**config.mk**
```make
export PLATFORM = sky130hd
export DESIGN_NAME = uart_recv
export DESIGN_NICKNAME = d
export VERILOG_FILES = /design/src/rtl/uart_pkg.sv /design/src/rtl/uart_rx_sync.sv /design/src/rtl/uart_recv.sv
export SDC_FILE = /design/constraint.sdc
export NUM_CORES = 1
export LEC_CHECK = 0
export ABC_AREA = 1
export CORE_UTILIZATION = 55
export DETAILED_ROUTE_END_ITERATION = 6
export GPL_TIMING_DRIVEN = 0
export PLACE_DENSITY = 0.76
export SLEW_MARGIN = 5
export SYNTH_ARGS = -nofsm -noshare
export SYNTH_HDL_FRONTEND = slang
export SYNTH_SLANG_ARGS = --single-unit
```
**constraint.sdc**
```tcl
create_clock -name clk -period 6.6 [get_ports clk]
set_input_delay 0.99 -clock clk [delete_from_list [all_inputs] [get_ports clk]]
set_output_delay 0.99 -clock clk [all_outputs]
set_load 0.01 [all_outputs]
```
**src/rtl/uart_pkg.sv**
```systemverilog
// Shared UART definitions: receiver state encoding, parity modes and the
// baud/100 divisor table used by both the transmit and receive stages.
package uart_pkg;

  typedef enum logic [2:0] {
    IDLE,
    START,
    DATA,
    CHECK,
    STOP
  } uart_rx_state_t;

  localparam logic [1:0] CHK_NONE = 2'b00;
  localparam logic [1:0] CHK_ODD  = 2'b01;
  localparam logic [1:0] CHK_EVEN = 2'b10;

  // Unused code 7 falls back to 9600 baud.
  function automatic int unsigned bps_div(input logic [2:0] bps_mode);
    case (bps_mode)
      3'd0:    return 96;
      3'd1:    return 192;
      3'd2:    return 384;
      3'd3:    return 1152;
      3'd4:    return 2304;
      3'd5:    return 4608;
      3'd6:    return 9216;
      default: return 96;
    endcase
  endfunction

endpackage

```
**src/rtl/uart_rx_sync.sv**
```systemverilog
// Two-flop synchroniser for the serial input plus a delay flop that yields a
// single-cycle falling-edge strobe on the synchronised line.
module uart_rx_sync (
  input  logic clk,
  input  logic rstn,
  input  logic rxd,
  output logic rxd_s,
  output logic rxd_fall
);

  logic meta_q, meta_d;
  logic sync_q, sync_d;
  logic dly_q, dly_d;

  always_comb begin
    meta_d = rxd;
    sync_d = meta_q;
    dly_d  = sync_q;
  end

  // Idle-high reset so a line that is already high never looks like an edge.
  always_ff @(posedge clk or negedge rstn) begin
    if (!rstn) begin
      meta_q <= 1'b1;
      sync_q <= 1'b1;
      dly_q  <= 1'b1;
    end else begin
      meta_q <= meta_d;
      sync_q <= sync_d;
      dly_q  <= dly_d;
    end
  end

  assign rxd_s    = sync_q;
  assign rxd_fall = dly_q & ~sync_q;

endmodule

```
**src/rtl/uart_recv.sv**
```systemverilog
// UART receiver: mid-bit sampling of start, 1..16 data bits (first bit lands
// in the MSB of the field), optional parity and 1..4 stop bits.
module uart_recv
  import uart_pkg::*;
#(
  parameter int CLK_FREQ = 50000000
) (
  input  logic        clk,
  input  logic        rstn,
  input  logic [2:0]  bps_mode,
  input  logic [3:0]  data_num,
  input  logic [1:0]  check_mode,
  input  logic [1:0]  stop_num,
  input  logic        uart_rxd,
  output logic        uart_rx_busy,
  output logic        rx_valid,
  output logic [15:0] rx_data,
  output logic        parity_err,
  output logic        frame_err
);

  logic rxd_s;
  logic rxd_fall;

  uart_rx_sync u_sync (
    .clk      (clk),
    .rstn     (rstn),
    .rxd      (uart_rxd),
    .rxd_s    (rxd_s),
    .rxd_fall (rxd_fall)
  );

  uart_rx_state_t state_q, state_d;
  logic [15:0] timer_q, timer_d;
  logic [3:0]  bit_cnt_q, bit_cnt_d;
  logic [15:0] shift_q, shift_d;
  logic [2:0]  cfg_bps_q, cfg_bps_d;
  logic [3:0]  cfg_dnum_q, cfg_dnum_d;
  logic [1:0]  cfg_chk_q, cfg_chk_d;
  logic [1:0]  cfg_stop_q, cfg_stop_d;
  logic        perr_q, perr_d;
  logic        ferr_q, ferr_d;
  logic        busy_q, busy_d;
  logic        rx_valid_q, rx_valid_d;
  logic [15:0] rx_data_q, rx_data_d;
  logic        parity_err_q, parity_err_d;
  logic        frame_err_q, frame_err_d;

  // Per-mode bit-period counts resolve to constants at elaboration.
  logic [15:0] bps_cnt_tbl [8];
  genvar gi;
  generate
    for (gi = 0; gi < 8; gi++) begin : g_bps
      assign bps_cnt_tbl[gi] = 16'(CLK_FREQ / bps_div(3'(gi)) / 100);
    end
  endgenerate

  logic [15:0] bps_cnt;
  logic [15:0] half_cnt;
  logic        full_hit;
  logic        half_hit;
  logic        par_en;
  logic        par_exp;

  assign bps_cnt  = bps_cnt_tbl[cfg_bps_q];
  assign half_cnt = (bps_cnt + 16'd1) >> 1;
  assign full_hit = (timer_q == bps_cnt);
  assign half_hit = (timer_q == half_cnt - 16'd1);

  always_comb begin
    case (cfg_chk_q)
      CHK_ODD:  par_en = 1'b1;
      CHK_EVEN: par_en = 1'b1;
      CHK_NONE: par_en = 1'b0;
      default:  par_en = 1'b0;
    endcase
    par_exp = (cfg_chk_q == CHK_ODD) ? ~^shift_q : ^shift_q;
  end

  always_comb begin
    state_d      = state_q;
    timer_d      = timer_q + 16'd1;
    bit_cnt_d    = bit_cnt_q;
    shift_d      = shift_q;
    cfg_bps_d    = cfg_bps_q;
    cfg_dnum_d   = cfg_dnum_q;
    cfg_chk_d    = cfg_chk_q;
    cfg_stop_d   = cfg_stop_q;
    perr_d       = perr_q;
    ferr_d       = ferr_q;
    busy_d       = busy_q;
    rx_valid_d   = 1'b0;
    rx_data_d    = rx_data_q;
    parity_err_d = parity_err_q;
    frame_err_d  = frame_err_q;

    case (state_q)
      IDLE: begin
        timer_d = 16'd0;
        if (rxd_fall) begin
          state_d    = START;
          cfg_bps_d  = bps_mode;
          cfg_dnum_d = data_num;
          cfg_chk_d  = check_mode;
          cfg_stop_d = stop_num;
        end
      end
      START: begin
        if (half_hit) begin
          timer_d = 16'd0;
          if (!rxd_s) begin
            state_d   = DATA;
            busy_d    = 1'b1;
            bit_cnt_d = 4'd0;
            shift_d   = 16'd0;
            perr_d    = 1'b0;
            ferr_d    = 1'b0;
          end else begin
            state_d = IDLE;
          end
        end
      end
      DATA: begin
        if (full_hit) begin
          timer_d   = 16'd0;
          shift_d   = {shift_q[14:0], rxd_s};
          bit_cnt_d = bit_cnt_q + 4'd1;
          if (bit_cnt_q == cfg_dnum_q) begin
            bit_cnt_d = 4'd0;
            state_d   = par_en ? CHECK : STOP;
          end
        end
      end
      CHECK: begin
        if (full_hit) begin
          timer_d   = 16'd0;
          bit_cnt_d = 4'd0;
          state_d   = STOP;
          if (rxd_s != par_exp) perr_d = 1'b1;
        end
      end
      STOP: begin
        if (full_hit) begin
          timer_d   = 16'd0;
          bit_cnt_d = bit_cnt_q + 4'd1;
          if (!rxd_s) ferr_d = 1'b1;
          // Leave at mid-stop so an immediately following start edge is seen.
          if (bit_cnt_q[1:0] == cfg_stop_q) begin
            state_d      = IDLE;
            busy_d       = 1'b0;
            rx_valid_d   = 1'b1;
            rx_data_d    = shift_q;
            parity_err_d = perr_q;
            frame_err_d  = ferr_q | ~rxd_s;
          end
        end
      end
      default: state_d = IDLE;
    endcase
  end

  always_ff @(posedge clk or negedge rstn) begin
    if (!rstn) begin
      state_q      <= IDLE;
      timer_q      <= 16'd0;
      bit_cnt_q    <= 4'd0;
      shift_q      <= 16'd0;
      cfg_bps_q    <= 3'd0;
      cfg_dnum_q   <= 4'd0;
      cfg_chk_q    <= 2'd0;
      cfg_stop_q   <= 2'd0;
      perr_q       <= 1'b0;
      ferr_q       <= 1'b0;
      busy_q       <= 1'b0;
      rx_valid_q   <= 1'b0;
      rx_data_q    <= 16'd0;
      parity_err_q <= 1'b0;
      frame_err_q  <= 1'b0;
    end else begin
      state_q      <= state_d;
      timer_q      <= timer_d;
      bit_cnt_q    <= bit_cnt_d;
      shift_q      <= shift_d;
      cfg_bps_q    <= cfg_bps_d;
      cfg_dnum_q   <= cfg_dnum_d;
      cfg_chk_q    <= cfg_chk_d;
      cfg_stop_q   <= cfg_stop_d;
      perr_q       <= perr_d;
      ferr_q       <= ferr_d;
      busy_q       <= busy_d;
      rx_valid_q   <= rx_valid_d;
      rx_data_q    <= rx_data_d;
      parity_err_q <= parity_err_d;
      frame_err_q  <= frame_err_d;
    end
  end

  assign uart_rx_busy = busy_q;
  assign rx_valid     = rx_valid_q;
  assign rx_data      = rx_data_q;
  assign parity_err   = parity_err_q;
  assign frame_err    = frame_err_q;

endmodule

```
==> results of run 1 <==
-- routing by layer --
metal  vias up  wire length, um
li1       1965                -
met1      1872             4810
met2       111             4710
met3        13              492
met4         0              119
met5         -                0
-- worst max-delay path: stages, from the launching register on --
cell	delay (ns)
dfrtp_1	0.55
inv_2	0.14
ha_1	0.41
nand2_1	0.11
a21oi_1	0.14
nand3_1	0.16
nand3_1	0.13
inv_1	0.05
nand2_1	0.07
nand4_1	0.10
nor2_1	0.18
nand3_2	0.17
nand2_4	0.15
nand3_1	0.22
buf_2	0.26
and3_1	0.16
-- Yosys cell counts --
library cell,instances,area share [%]
nor3_1,9,1.0
or2_2,7,0.98
and2_1,1,0.14
o21ai_1,15,1.7
nor2_8,1,0.45
nor3b_1,3,0.50
nand2_1,148,12
o21ai_0,18,2.0
clkinv_1,1,0.084
nor2_1,61,5.1
a21oi_2,1,0.20
nand3_1,33,3.7
xnor2_1,15,2.9
a21boi_0,1,0.17
a31oi_1,2,0.28
dfstp_2,3,1.8
o22ai_1,1,0.14
nand4_1,23,3.2
nor2_4,2,0.50
o31ai_1,1,0.17
nor2_2,1,0.14
nor4_1,2,0.28
inv_2,5,0.42
nand3b_1,2,0.33
xor2_1,17,3.3
a21oi_1,11,1.2
nand3_2,2,0.45
dfrtp_1,72,40
buf_6,4,1.0
nand2_4,2,0.50
mux2_2,6,1.5
or3_1,1,0.14
a41oi_1,1,0.20
nand2_2,1,0.14
ha_1,9,2.5
inv_1,61,5.1
and3b_1,1,0.20
nor3_2,1,0.22
o21ai_2,14,2.7
buf_2,2,0.22
clkbuf_1,5,0.42
nor4_2,1,0.28
and3_1,9,1.3
-- layout make-up --
cell class / instances / area, um2 / area share (%)
multi-input combinational: 423 / 2280 / 44.1
tap: 102 / 128 / 2.47
sequential: 75 / 1880 / 36.3
clock buffer: 11 / 141 / 2.73
inverter: 67 / 251 / 4.86
clock inverter: 5 / 60.1 / 1.16
timing repair buffer: 34 / 355 / 6.87
buffer: 11 / 73.8 / 1.43
-- final timing paths --
path,start,endpoint,depth (start not counted)
setup reg to reg,cfg_bps_q[1],timer_q[6],15
min in group asynchronous,rstn,timer_q[0],1
hold / removal,u_sync.meta_q,u_sync.rxd_s,0
setup / recovery,cfg_bps_q[1],timer_q[6],15
hold reg to reg,u_sync.meta_q,u_sync.rxd_s,0
max in group asynchronous,rstn,u_sync.dly_q,2
-- kinds of logic (layout without fill, tap and decap cells) --
group,Yosys count,count (layout)
xor+xnor,32,32
buf+inv,78,128
fa+ha+maj,9,9
compound gates,65,65
simple gates,311,311
mux,6,6
flops,75,75
-- state kept, by name, summed over array words and instances (netlist names) --
signal         cells
u_sync.dly_q       1
cfg_chk_q          2
state_q            3
parity_err         1
cfg_stop_q         2
cfg_dnum_q         4
u_sync.meta_q      1
rx_data           16
u_sync.rxd_s       1
frame_err          1
shift_q           16
uart_rx_busy       1
cfg_bps_q          3
bit_cnt_q          4
rx_valid           1
timer_q           16
ferr_q             1
perr_q             1
-- metrics by stage --
stage	cell area (um2)	cells	hold slack, ns
after global placement	4950	711	0.346
final	5170	728	0.358
after floorplan	4490	576	0.345
after CTS	5170	728	0.360
after global routing	5170	728	0.366
after detailed placement	4970	712	0.350
-- where the power goes --
group          total (mW)  internal (mW)  switching [mW]
Combinational       0.921          0.327           0.594
Sequential          0.582          0.518          0.0637
Clock               0.363          0.187           0.177
Total                1.87           1.03           0.835
==> metrics, run 1 <==
Max transition margin 38.0%; GR peak layer met2; total number of vias 3,961; CP required 6.83 ns; Netlist cell types 43; multiplexer share of the synthesized area 1.50%; gr ovfl total 0; worst slew pin tran 0.922 ns; Yosys Warn Count 0; unrepaired setup endpoints after global routing false; HPWL Detailed 7770 um; part of the cycle the worst path needs 47.0%; CTS root buffer clkbuf_8; Final Max Tran Viols 0; most common cell after layout, fill and taps aside nand2_1; Leakage Power 2.43 nW; clk_lat worst skew 0.35 ns; Final Core Density 66.3%; TritonRoute pass-1 iters 4; DR vias/cell 5.44; Post-CTS Setup Inserts 0; GR Util met1 36.1%; WL/cell 13.9 um; Synth Net Count 599; post-CTS resize count 0; Post-Synth XOR/XNOR Area 6.24%; DRT Wirelength 10,100 um; clock skew 0.0151 ns; met3 Use GR 4.84%; crit path DAT 3.33 ns; Mapped Avg Cell Area 7.80 um2; kind of critical path flop to flop; Power Total 1.87 mW; grt met2 use 40.8%; DIE HEIGHT 92.4 um; initial antenna violation count 0; Diodes inserted 0; layout cells sized above 1 11.2%; Post-Synthesis Cells 576; dpl ws 3.55 ns; chip width 92.4 um; maxcap violations 0; Clock Tree Buf Depth 2; I/O pins 34; most frequent cells in the layout 148 x nand2_1, 72 x dfrtp_1, 61 x inv_1, 61 x nor2_1, 33 x nand3_1; vias in the first global route 3,717; fin crit period 3.10 ns; CTS tree built; clk sinks 75; status complete, no violations; initial DRC count 169; first-pass GRT wire length 17,400 um; Synth Area in Simple Gates 31.8%; Starting Density 57.5%; post-synthesis compound-gate area fraction 8.78%; pin count of the biggest net entering global routing 52; pwr dens 361 nW/um2; CP max FO 10; full die area 8530 um2; Final nets 644; IO buf count 33; Worst-path clk slew 0.07 ns; Final ANT Viol Nets 0; Fillers 696; routability cong. 0.926; Yosys reg bits 75; drc violations 0; Core Area 7810 um2; setup_tns 0 ns; Final Hold Violating Endpoints 0; fmax 0.322 GHz; H-tree depth 3; largest family of logic cells by synthesized area simple AND/OR/NAND/NOR gates; HP Class flop to flop; # hold bufs at CTS 0; register area share after synthesis 41.9%; GRT Util Overall 25.6%; CP startpoint kind flop; CP endpoint kind flop; Syn-to-layout area delta 15.2%; Adder-Cell Fraction of Synth Area 2.51%; Max IR drop VDD 234 uV; total CTS buffers 9; Synth Cell Area 4490 um2; PnR worst setup slack 3.50 ns; Final Setup Violations 0; R2R Setup Slk 3.50 ns; row count 32
No activity file was read; power rests on OpenSTA's default activity.
==> run 2: changes to the inputs <==
--- a/config.mk
+++ b/config.mk
@@ -6,7 +6,7 @@
 export NUM_CORES = 1
 export LEC_CHECK = 0
 export ABC_AREA = 1
-export CORE_UTILIZATION = 55
+export CORE_UTILIZATION = 53
 export DETAILED_ROUTE_END_ITERATION = 6
 export GPL_TIMING_DRIVEN = 0
 export PLACE_DENSITY = 0.76
==> constraint.sdc (replaced) <==
create_clock -name clk -period 2.85 [get_ports clk]
set_input_delay 0.4275 -clock clk [delete_from_list [all_inputs] [get_ports clk]]
set_output_delay 0.4275 -clock clk [all_outputs]
set_load 0.01 [all_outputs]
==> run 2 against run 1 <==
Effect of this change: critical path depth increased by 4; sequential share of layout area decreased by 0.83 points; worst setup slack got worse by 3.3 ns; via count grew 0.38%; first-iteration DRC count increased by 41%; power rose by 140%; clock power is 120% higher; cell count rose by 1.8%; register-to-register slack worse by 3.3 ns; largest cell class unchanged; highest routed layer unchanged.
==> metrics, run 2 (same netlist as run 1, synthesis figures left out) <==
initial DRC count 239; Final Setup Violations 0; fin crit period 2.61 ns; CP max stage delay 0.42 ns; clk sinks 75; clock skew 0.0112 ns; total number of vias 3,976; TritonRoute pass-1 iters 5; Starting Density 54.7%; register area 1880 um2; part of the cycle the worst path needs 91.7%; worst slew pin tran 0.916 ns; maxcap violations 0; DIE HEIGHT 94.0 um; CP required 3.08 ns; row count 33; Clock Tree Buf Depth 2; Layout Cells excl Fill 741; DRT Wirelength 9850 um; drc violations 0; chip width 94.0 um; Final ANT Viol Nets 0; vias in the first global route 3,716; initial antenna violation count 0; area taken by multi-input logic gates 2330 um2; H-tree depth 3; CP startpoint kind flop; Crit path top cell by count nand2_1; DR vias/cell 5.37; Critical Path Sink bit_cnt_q[2]; routability cong. 0.936; GRT Util Overall 24.6%; crit path DAT 2.84 ns; HPWL Detailed 7370 um; clk_lat worst skew 0.35 ns; crit path buf inv count 3; fmax 0.383 GHz; most frequent cells in the layout 147 x nand2_1, 70 x dfrtp_1, 60 x inv_1, 60 x nor2_1, 32 x clkdlybuf4s50_1; dpl cells 715; full die area 8840 um2; Net Sw Frac 44.1%; Final Core Density 64.5%; Sequential Power Share 29.9%; Final Hold Violating Endpoints 0; WL/cell 13.3 um; Leakage Power 2.47 nW; Fillers 684; gr ovfl total 0; total CTS buffers 9; Worst Setup SP cfg_bps_q[1]; kind of critical path flop to flop; combinational share of power 51.8%; Max IR drop VDD 507 uV; worst hold slack 0.00340 ns; CTS root buffer clkbuf_8; Max transition margin 38.5%; Worst path depth 19; P_int 2.48 mW; Final nets 654; Core Area 8220 um2; Power Total 4.44 mW; most common cell after layout, fill and taps aside nand2_1; R2R Setup Slk 0.24 ns; dpl cell area 4970 um2; IO buf count 33; CP endpoint kind flop; HP Class input port to asynchronous set/reset pin; status complete, no violations; CP max FO 5; slowest cell on the critical path dfrtp_2; pwr dens 836 nW/um2; critical-path cell list buf_4 > ha_1 > nand2_1 > inv_1 > nor2_2 > nand2_1 > nand2_1 > nand2_1 > nand2_1 > nand2_1 > nand2_1 > nand3_1 > nor2_1 > nand3_2 > nand2_4 > buf_4 > nand4_1 > nand2_1 > nand2_1; I/O pins 34; layout cells sized above 1 14.2%; sw power 1.96 mW; Diodes inserted 0; first-pass GRT wire length 17,100 um; unrepaired setup endpoints after global routing false; worst r2r dst bit_cnt_q[2]; cells on worst reg2reg path 19; pin count of the biggest net entering global routing 45; Final Max Tran Viols 0; Final Cell Area 5300 um2; Worst-path clk slew 0.09 ns; reg2reg start cfg_bps_q[1]; CTS tree built; Syn-to-layout area delta 18.1%; CP top delay family simple AND/OR/NAND/NOR gates; Clk pwr share 18.3%
[run 2: cell count changes in the layout (fill, tap and decap cells not counted), sizes merged]
cell	delta
buf	+10
clkinv	+1
clkinvlp	-1
[run 2: power groups by stage]
stage               combinational [mW]  clock, mW  sequential, mW
floorplan                         1.66          0            1.33
global placement                  2.04          0            1.36
detailed placement                2.08          0            1.37
CTS                               2.10      0.836            1.35
global route                      2.59      0.887            1.35
finish                            2.30      0.812            1.32
[run 2: repair_timing]
item,in CTS,in global routing
hold buffers,0,0
resized for setup,3,12
setup endpoints to repair,31,52
pin swaps,1,1
gates cloned,0,0
setup buffers,2,8
[run 2: worst min path at each step]
stage                        startpoint            to  slack [ns]
after floorplan                    rstn  bit_cnt_q[0]        0.13
after global placement    u_sync.meta_q  u_sync.rxd_s        0.35
after detailed placement  u_sync.meta_q  u_sync.rxd_s        0.35
after CTS                          rstn    timer_q[3]       0.006
after global routing               rstn    timer_q[3]        0.03
final                              rstn    timer_q[3]       0.003
[run 2: cell type report]
| type | instances | share of cell area [%] |
|---|---|---|
| Inverter | 67 | 4.74 |
| Clock inverter | 5 | 1.16 |
| Multi-Input combinational cell | 423 | 44.0 |
| Clock buffer | 11 | 2.48 |
| Timing Repair Buffer | 44 | 8.21 |
| Sequential cell | 75 | 35.5 |
| Tap cell | 105 | 2.48 |
| Buffer | 11 | 1.44 |
[run 2: metal layers]
| metal | track usage [%] | share of wire, % | vias up |
|---|---|---|---|
| li1 | - | - | 1977 |
| met1 | 33.9 | 47 | 1882 |
| met2 | 39.5 | 47 | 101 |
| met3 | 5.34 | 4.8 | 16 |
| met4 | 6.03 | 1.1 | 0 |
| met5 | 0 | 0 | - |
[run 2: metrics by stage]
step / setup WS [ns] / setup TNS, ns
2_1_floorplan: 0.376 / 0
6_report: 0.238 / 0
3_3_place_gp: -1.16 / -86.04
4_1_cts: 0.0244 / 0
5_1_grt: 0.0341 / 0
3_5_place_dp: -0.179 / -2.92
==> run 3: changes to the inputs <==
--- a/config.mk
+++ b/config.mk
@@ -6,10 +6,11 @@
 export NUM_CORES = 1
 export LEC_CHECK = 0
 export ABC_AREA = 1
-export CORE_UTILIZATION = 53
+export CORE_UTILIZATION = 55
+export CTS_BUF_LIST = sky130_fd_sc_hd__clkbuf_8
 export DETAILED_ROUTE_END_ITERATION = 6
 export GPL_TIMING_DRIVEN = 0
-export PLACE_DENSITY = 0.76
+export PLACE_DENSITY = 0.79
 export SLEW_MARGIN = 5
 export SYNTH_ARGS = -nofsm -noshare
 export SYNTH_HDL_FRONTEND = slang
==> constraint.sdc (replaced) <==
create_clock -name clk -period 2.19 [get_ports clk]
set_input_delay 0.3285 -clock clk [delete_from_list [all_inputs] [get_ports clk]]
set_output_delay 0.3285 -clock clk [all_outputs]
set_load 0.01 [all_outputs]
==> run 3 against run 2 <==
Effect of this change: via count up 9.6%; clock power up 31%; worst setup slack worse by 0.66 ns; sequential power up 34%; the run now ends with negative setup slack left.
==> metrics, run 3 (same netlist as run 1, synthesis figures left out) <==
total number of vias 4,356; TritonRoute pass-1 iters 5; WL/cell 15.7 um; drc violations 0; Hold Startpoint u_sync.meta_q; Clock Tree Buf Depth 2; crit path DAT 2.87 ns; pin count of the biggest net entering global routing 44; full die area 8530 um2; Fillers 526; CTS tree built; HPWL Detailed 7700 um; I/O pins 34; failing checks negative setup slack; initial antenna violation count 0; WHS Endpoint u_sync.rxd_s; vias in the first global route 3,988; IO buf count 33; Core Area 7810 um2; fmax 0.383 GHz; routability cong. 0.962; cells on worst reg2reg path 19; kind of critical path flop to flop; Final Hold Violating Endpoints 0; fin crit period 2.61 ns; layout cells sized above 1 30.8%; Final Max Tran Viols 0; Final Cell Area 6020 um2; CTS root buffer clkbuf_8; chip width 92.4 um; Leakage Power 2.72 nW; Max transition margin 27.9%; HP Class flop to flop; Hold Crit Depth 0; H-tree depth 3; reg2reg start cfg_bps_q[0]; CP startpoint kind flop; Final nets 684; Syn-to-layout area delta 34.1%; GRT Util Overall 27.7%; Final ANT Viol Nets 0; R2R Setup Slk -0.42 ns; most common cell after layout, fill and taps aside nand2_1; part of the cycle the worst path needs 119%; PnR worst setup slack -0.424 ns; DRT Wirelength 12,000 um; total CTS buffers 9; most frequent cells in the layout 116 x nand2_1, 67 x dfrtp_1, 56 x nor2_1, 55 x inv_1, 32 x clkdlybuf4s50_1; clk sinks 75; status complete, but fails checks; initial DRC count 325; DIE HEIGHT 92.4 um; pwr dens 1150 nW/um2; worst r2r dst timer_q[6]; Diodes inserted 0; row count 32; Max IR drop VDD 720 uV; area taken by multi-input logic gates 2720 um2; DR vias/cell 5.68; clk_lat worst skew 0.36 ns; first-pass GRT wire length 18,600 um; dpl ws -0.512 ns; CP required 2.44 ns; register area 1890 um2; Worst Setup SP cfg_bps_q[0]; dpl cell area 5020 um2; Starting Density 57.5%; setup_tns -21.08 ns; unrepaired setup endpoints after global routing true; clock skew 0.00831 ns; maxcap violations 0; Worst-path clk slew 0.08 ns; Final Setup Violations 60; gr ovfl total 0; worst slew pin tran 1.07 ns; CP endpoint kind flop; CP max FO 6
run 3: cell count changes in the layout (fill, tap and decap cells not counted), moves of 7 or more:
| cell | delta |
|---|---|
| nand2_1 | -31 |
| nand3_1 | -7 |
| nand2_2 | +25 |
| buf_4 | +19 |
| and3_1 | -9 |
| o21ai_2 | +11 |
| and3_4 | +9 |
| o21ai_0 | -12 |
run 3: what timing repair did:
action | CTS | global route
gates resized for setup | 56 | 82
hold buffers | 1 | 0
buffers inserted | 25 | 9
endpoints found under the hold margin | 29 | 0
cloned | 6 | 0
pin swaps | 18 | 24
endpoints found under the setup margin | 60 | 61
run 3: layer usage:
| metal | vias to the layer above | track usage [%] | part of all wire (%) |
|---|---|---|---|
| met5 | - | 0 | 0 |
| met4 | 0 | 12.1 | 3.7 |
| met3 | 46 | 4.76 | 5.8 |
| met2 | 196 | 44.6 | 48 |
| met1 | 2062 | 36.9 | 42 |
| li1 | 2052 | - | - |
run 3: layout make-up:
cell class / instances / share of cell area [%]
multi-input combinational: 423 / 45.1
sequential: 75 / 31.3
timing repair buffer: 74 / 11.7
inverter: 67 / 4.30
buffer: 11 / 2.33
tap: 102 / 2.12
clock buffer: 9 / 2.06
clock inverter: 6 / 1.08
run 3: worst max-delay path by stage:
stage / end / slack (ns) / depth (start not counted)
CTS: shift_q[13] / -0.36 / 18
global placement: cfg_bps_q[1] / -1.96 / 1
finish: timer_q[6] / -0.42 / 19
detailed placement: frame_err / -0.51 / 10
floorplan: shift_q[12] / -0.07 / 18
global route: shift_q[12] / -0.58 / 19
run 3: report_power, final:
part	leakage, nW	total (mW)	internal (mW)	switching, mW
Combinational	1.64	4.08	1.70	2.38
Clock	0.0955	1.06	0.522	0.539
Sequential	0.994	1.77	1.57	0.200
Total	2.72	6.91	3.79	3.12
run 3: worst max-delay path, cell delays in order (launching register included):
cell and delay [ns]:
dfrtp_2 0.42, inv_4 0.07, ha_1 0.19, nand2_1 0.13, inv_2 0.06, nor2_4 0.15, nand2_1 0.11, nand2_2 0.12
nor2_4 0.05, nand2_4 0.07, nand2_2 0.06, nand2_2 0.07, nand3_2 0.07, nor2_2 0.13, nand3_2 0.14, nand2_4 0.15
buf_6 0.12, nand3_4 0.12, buf_6 0.16, and3_4 0.14
run 3: metrics by stage:
step,hold slack [ns],utilization [%],std cells,total power [mW]
2_1_floorplan,0.0329,-,576,4.01
3_3_place_gp,0.346,64.0,711,4.52
3_5_place_dp,0.299,64.2,712,4.62
4_1_cts,0.359,72.9,759,6.34
5_1_grt,0.360,77.1,767,7.33
6_report,0.359,77.1,767,6.91
